<file path="config.mk">
export PLATFORM = sky130hd
export DESIGN_NAME = ay8_fetch_unit
export DESIGN_NICKNAME = d
export VERILOG_FILES = /design/src/rtl/ay8_pkg.sv /design/src/rtl/ay8_fetch_buf.sv /design/src/rtl/ay8_fetch_unit.sv
export SDC_FILE = /design/constraint.sdc
export NUM_CORES = 1
export LEC_CHECK = 0
export CAP_MARGIN = 20
export CORE_ASPECT_RATIO = 0.7
export CORE_MARGIN = 1
export CORE_UTILIZATION = 50
export CTS_CLUSTER_SIZE = 8
export DETAILED_ROUTE_END_ITERATION = 8
export DONT_BUFFER_PORTS = 1
export HOLD_SLACK_MARGIN = 0.12
export SLEW_MARGIN = 15
export SYNTH_ARGS = -nofsm -noshare
export SYNTH_HDL_FRONTEND = slang
export SYNTH_HIERARCHICAL = 1
export SYNTH_SLANG_ARGS = --single-unit
</file>
<file path="constraint.sdc">
create_clock -name CLK -period 2.11 [get_ports CLK]
set_input_delay 0.3165 -clock CLK [delete_from_list [all_inputs] [get_ports CLK]]
set_output_delay 0.3165 -clock CLK [all_outputs]
set_load 0.01 [all_outputs]
</file>
<file path="src/rtl/ay8_pkg.sv">
// ay8_pkg: shared types and constants for the AY8 fetch stage.
//   fetch_state_t : fetch FSM states (IDLE, ADDR, DATA, HOLD)
//   AY8_RESET_PC  : default program counter after reset
//   BUS_RD/BUS_WR : uniBus direction encodings for the bus_rd line
package ay8_pkg;

    localparam logic [7:0] AY8_RESET_PC = 8'h00;
    localparam logic       BUS_RD       = 1'b1;
    localparam logic       BUS_WR       = 1'b0;

    typedef enum logic [1:0] {
        IDLE = 2'd0,
        ADDR = 2'd1,
        DATA = 2'd2,
        HOLD = 2'd3
    } fetch_state_t;

endpackage

</file>
<file path="src/rtl/ay8_fetch_buf.sv">
// ay8_fetch_buf: one-entry prefetch register holding a fetched byte and the
// address it came from, so the bus can run ahead of the decoder by one byte.
// Ports:
//   clk        in   clock, all logic on posedge
//   rst        in   synchronous reset, active-high (empties the entry)
//   load       in   capture load_data/load_pc and mark the entry valid
//   load_data  in   fetched byte
//   load_pc    in   address of the fetched byte
//   drain      in   entry consumed this cycle
//   flush      in   discard the entry (redirect); wins over load and drain
//   valid      out  entry holds a byte
//   data       out  buffered byte
//   pc         out  address of the buffered byte
module ay8_fetch_buf #(
    parameter int DATA_W = 8
) (
    input  logic              clk,
    input  logic              rst,
    input  logic              load,
    input  logic [DATA_W-1:0] load_data,
    input  logic [DATA_W-1:0] load_pc,
    input  logic              drain,
    input  logic              flush,
    output logic              valid,
    output logic [DATA_W-1:0] data,
    output logic [DATA_W-1:0] pc
);

    always_ff @(posedge clk) begin
        if (rst) begin
            valid <= 1'b0;
        end else if (flush) begin
            valid <= 1'b0;
        end else if (load) begin
            valid <= 1'b1;
        end else if (drain) begin
            valid <= 1'b0;
        end
    end

    // NOTE: the payload has no reset on purpose; valid alone says whether it
    // means anything, so clearing data/pc would only add reset fan-out.
    always_ff @(posedge clk) begin
        if (load) begin
            data <= load_data;
            pc   <= load_pc;
        end
    end

endmodule

</file>
<file path="src/rtl/ay8_fetch_unit.sv">
// ay8_fetch_unit: AY8 instruction fetch stage. Reads one byte per two-phase
// uniBus transaction (address phase, then data phase) and hands it to the
// decoder over a valid/ready handshake.
// Build option: define AY8_FETCH_PREFETCH_EN to add a one-entry prefetch
// buffer (ay8_fetch_buf) so the bus keeps fetching while the decoder stalls.
// Ports:
//   CLK          in   system clock, all logic on posedge
//   RST          in   synchronous reset, active-high, wins over everything
//   bus_in       in   sampled uniBus value (memory drives it in data phase)
//   bus_out      out  value driven onto uniBus while bus_oe=1 (0 otherwise)
//   bus_oe       out  fetch unit owns uniBus this cycle
//   bus_start    out  address-phase strobe, one cycle per transaction
//   bus_rd       out  read/write select, always read
//   stall        in   blocks the start of a new transaction
//   pc_load      in   redirect fetch to pc_load_val
//   pc_load_val  in   redirect target
//   instr_valid  out  instr_data/instr_pc hold a fetched byte
//   instr_ready  in   decoder accepts the byte this cycle
//   instr_data   out  fetched byte
//   instr_pc     out  address the byte was fetched from
//   pc           out  address of the next bus fetch
module ay8_fetch_unit
    import ay8_pkg::*;
#(
    parameter int                DATA_W   = 8,
    parameter logic [DATA_W-1:0] RESET_PC = AY8_RESET_PC
) (
    input  logic              CLK,
    input  logic              RST,
    input  logic [DATA_W-1:0] bus_in,
    output logic [DATA_W-1:0] bus_out,
    output logic              bus_oe,
    output logic              bus_start,
    output logic              bus_rd,
    input  logic              stall,
    input  logic              pc_load,
    input  logic [DATA_W-1:0] pc_load_val,
    output logic              instr_valid,
    input  logic              instr_ready,
    output logic [DATA_W-1:0] instr_data,
    output logic [DATA_W-1:0] instr_pc,
    output logic [DATA_W-1:0] pc
);

    fetch_state_t state, state_nxt;
    logic         discard;     // in-flight transaction belongs to a stale pc
    logic         handshake;
    logic         byte_done;   // data phase ends with a byte worth keeping
    logic         to_instr;    // that byte goes straight to instr_*
    logic         enter_hold;  // DATA must wait in HOLD for the decoder
    logic         start_ok;    // IDLE may launch a new transaction

    assign handshake = instr_valid & instr_ready;
    assign byte_done = (state == DATA) && !discard && !pc_load;
    assign bus_rd    = BUS_RD;

`ifdef AY8_FETCH_PREFETCH_EN
    logic              buf_valid;
    logic              buf_drain;
    logic              to_buf;
    logic [DATA_W-1:0] buf_data;
    logic [DATA_W-1:0] buf_pc;

    // A new byte skips the buffer whenever the output slot is free or is
    // being emptied this very cycle; the buffer is empty during DATA because
    // a transaction only starts with it empty.
    assign to_instr   = byte_done && (!instr_valid || handshake);
    assign to_buf     = byte_done && instr_valid && !instr_ready;
    assign buf_drain  = handshake && buf_valid;
    assign enter_hold = to_buf;
    assign start_ok   = !buf_valid;

    ay8_fetch_buf #(
        .DATA_W (DATA_W)
    ) u_buf (
        .clk       (CLK),
        .rst       (RST),
        .load      (to_buf),
        .load_data (bus_in),
        .load_pc   (pc),
        .drain     (buf_drain),
        .flush     (pc_load),
        .valid     (buf_valid),
        .data      (buf_data),
        .pc        (buf_pc)
    );
`else
    assign to_instr   = byte_done;
    assign enter_hold = byte_done;
    assign start_ok   = !instr_valid;
`endif

    // NOTE: sequential state uses non-blocking assignments so every flop in
    // the design samples the values from before the clock edge.
    always_ff @(posedge CLK) begin
        if (RST) begin
            state <= IDLE;
        end else begin
            state <= state_nxt;
        end
    end

    always_comb begin
        // NOTE: every output of this block gets a default first, so no path
        // through the case can leave one unassigned and infer a latch.
        state_nxt = state;
        bus_oe    = 1'b0;
        bus_start = 1'b0;
        bus_out   = '0;
        case (state)
            IDLE: begin
                if (!stall && start_ok) state_nxt = ADDR;
            end
            ADDR: begin
                bus_oe    = 1'b1;
                bus_start = 1'b1;
                bus_out   = pc;
                // Memory expects a data phase once strobed, redirect or not.
                state_nxt = DATA;
            end
            DATA: begin
                if (enter_hold) state_nxt = HOLD;
                else            state_nxt = stall ? IDLE : ADDR;
            end
            HOLD: begin
                if (handshake || pc_load) state_nxt = stall ? IDLE : ADDR;
            end
            default: state_nxt = IDLE;
        endcase
    end

    always_ff @(posedge CLK) begin
        if (RST) begin
            pc          <= RESET_PC;
            discard     <= 1'b0;
            instr_valid <= 1'b0;
            instr_data  <= '0;
            instr_pc    <= '0;
        end else begin
            // A discarded data phase must not advance the already-loaded pc.
            if (pc_load)                         pc <= pc_load_val;
            else if (state == DATA && !discard)  pc <= pc + DATA_W'(1);

            if (state == ADDR && pc_load) discard <= 1'b1;
            else if (state == DATA)       discard <= 1'b0;

            if (pc_load) begin
                instr_valid <= 1'b0;
            end else if (to_instr) begin
                instr_valid <= 1'b1;
                instr_data  <= bus_in;
                instr_pc    <= pc;
`ifdef AY8_FETCH_PREFETCH_EN
            end else if (buf_drain) begin
                instr_valid <= 1'b1;
                instr_data  <= buf_data;
                instr_pc    <= buf_pc;
`endif
            end else if (handshake) begin
                instr_valid <= 1'b0;
            end
        end
    end

endmodule

</file>
==> results.py <==
metrics = {
    "die": {
        "fp.dieH_um": 44.4,
        "start_util_pct": 56.3,
        "rows": 14,
        "die_area_um2": 2770,
        "die_x_um": 62.5,
        "design.portCount": 57,
        "core_um2": 2280,
    },
    "sta": {
        "fin_skew_ps": 6.13,
        "fmax_mhz": 543,
        "hold_violations": 0,
        "max-slew-margin-rel_pct": 39.8,
        "setup-tns-final_ps": 0,
        "hold_ws_ps": 143,
        "drv_slew": 0,
        "rsz0062_at_grt": "no",
        "period_needed_ps": 1840,
        "period_share_pct": 87.3,
        "finalSetupViolations": 0,
        "max_slew.worst_pin.slew_ps": 900,
    },
    "min_path": {
        "hold_depth": 2,
        "hold_path.class": "input port to register",
    },
    "clocking": {
        "cts.sinks": 28,
        "cts_resized": 0,
        "clkLatencyLatePin_ps": 320,
        "clk_pin_slew_ps": 140,
        "numCtsBuffers": 3,
        "cts_buffer_depth": 2,
        "htreeDepth": 1,
        "cts_tree": "yes",
        "cts_root_buffer": "clkbuf_4",
    },
    "power": {
        "p_leak_nw": 0.481,
        "ir_drop_mv": 0.479,
        "power.density_nw_per_um2": 669,
    },
    "layout": {
        "finalNetCount": 189,
        "antenna_cells": 0,
        "design_area_um2": 1420,
        "area_delta_synth_final_pct": 10.7,
        "multi_input_comb_area_um2": 646,
        "nFillCells": 216,
        "drive_gt1_share_pct": 4.82,
        "seq_area_um2": 561,
    },
    "detailed_routing": {
        "drtPass1Iterations": 4,
        "drt-total-wl_um": 2980,
        "dr_total_vias": 1138,
        "drtIter0Drc": 48,
        "detail_route.wl_per_cell_um": 15.1,
        "ant_nets": 0,
        "avgViaCountPerCell": 5.75,
        "drc": 0,
    },
    "setup_path": {
        "end_kind": "output port",
        "cp.arrival_ps": 1520,
        "start_kind": "register",
        "path_class": "register to output port",
        "crit_fanout": 11,
        "required_ps": 1790,
        "reg2reg_depth": 3,
    },
    "yosys": {
        "synth_area_leaders": "dfxtp_1 44%, nand2_1 10%, a21oi_1 8.6%, and2_1 3.9%, a311oi_1 3.4%",
        "ys_seq_area_share_pct": 43.7,
        "yosys.area.top_type": "dfxtp_1",
        "syn_inst": 163,
        "ys_ff_latch": 28,
        "ys_warn_count": 6,
        "synth_edf_count": 0,
        "syn_area_um2": 1280,
        "ys_types": 35,
        "synth_fp_nets": 185,
        "synth.avg_cell_area_um2": 7.87,
        "ys.flop_type": "dfxtp_1",
        "async_reset_ff_share_pct": 0,
        "synth_top_area_share_pct": 43.7,
    },
    "global_routing": {
        "grt_max_degree": 26,
        "grtUsageMet3_pct": 9.28,
        "track_usage_pct": 22.8,
        "grt_util_met1_pct": 30.1,
        "grt_pass1_vias": 991,
        "grt_overflow": 0,
        "grt_pass1_wl_um": 4850,
        "grt-busiest-layer": "met2",
        "grt_antenna_before_repair": 0,
        "use_met2_pct": 35.0,
    },
    "run_status": {
        "outcome": "complete, no violations",
    },
    "place": {
        "placed_area_um2": 1280,
        "io_buffer_count": 0,
        "dp_hpwl_um": 2010,
        "gp_congestion": 0.782,
    },
    "run": {
        "maxCapViolCount": 0,
    },
}
## metal layers
| metal | part of all wire, % | up-vias |
|---|---|---|
| met4 | 1.4 | 0 |
| met1 | 46 | 521 |
| met5 | 0 | - |
| met3 | 8.7 | 7 |
| li1 | - | 565 |
| met2 | 44 | 45 |
## path summary, 6_finish.rpt
path                       from             to  slack [ps]
setup reg to reg       state[1]          pc[5]         280
hold / removal              RST       state[0]         140
setup / recovery       state[0]     bus_out[0]         270
hold reg to reg   instr_data[0]  instr_data[0]         510
## metrics by stage
step | std cells | utilization, % | power, mW | setup slack, ps
floorplan | 163 | - | 0.674 | 431
global placement | 184 | 56.4 | 0.682 | 355
detailed placement | 184 | 56.4 | 0.686 | 321
CTS | 197 | 61.9 | 0.959 | 259
global route | 198 | 62.4 | 0.993 | 154
finish | 198 | 62.4 | 0.950 | 269
## cells in the mapped netlist, types with 3 or more instances
master,number
a211oi_1,3
a21oi_1,22
a311oi_1,5
and2_1,8
clkbuf_1,9
dfxtp_1,28
inv_1,4
nand2_1,35
nand3_1,3
nor2_1,8
nor3_1,3
o21ai_0,5
## cells in the final DEF, fill, tap and decap left out, types with 3 or more instances in the layout
cell,n
and2_1,8
o21ai_0,5
nor3_1,3
a311oi_1,5
clkbuf_4,3
a21oi_1,22
a211oi_1,3
buf_4,3
nor2_1,8
dfxtp_1,28
inv_1,4
nand2_1,35
dlygate4sd3_1,10
nand3_1,3
## power by group
group	switching [mW]	internal [mW]
logic	0.0614	0.0494
clock network	0.148	0.106
registers	0.0360	0.550
total	0.245	0.705
## worst max-delay path, stage by stage (launching register included)
cell	delay, ps
dfxtp_1	540
and2b_1	420
and2_1	240
## sequential cells by signal, summed over array words and instances (netlist names)
signal	count
state	2
pc	8
instr_valid	1
instr_data	8
instr_pc	8
discard	1
## area by class of cell
type                            count  share of cell area [%]
Multi-Input combinational cell    117                    45.5
Tap cell                           32                    2.82
Timing Repair Buffer               13                    8.63
Sequential cell                    28                    39.5
Clock buffer                        4                    2.56
Inverter                            4                    1.06
## timing repair
action,in CTS,in global routing
hold buffers,9,1
buffers inserted,0,0
hold endpoints to repair,25,1
endpoints found under the setup margin,0,0
## kinds of logic after synthesis
kind of cell,Yosys count,synth area share (%)
other,1,0.292
buffers and inverters,18,5.95
and+or+nand+nor,74,29.4
AOI/OAI and AO/OA,39,18.3
DFF,28,43.7
xor gates and xnor gates,2,1.37
adders and majority gates,1,0.975
Power figures use the tool's default switching activity.
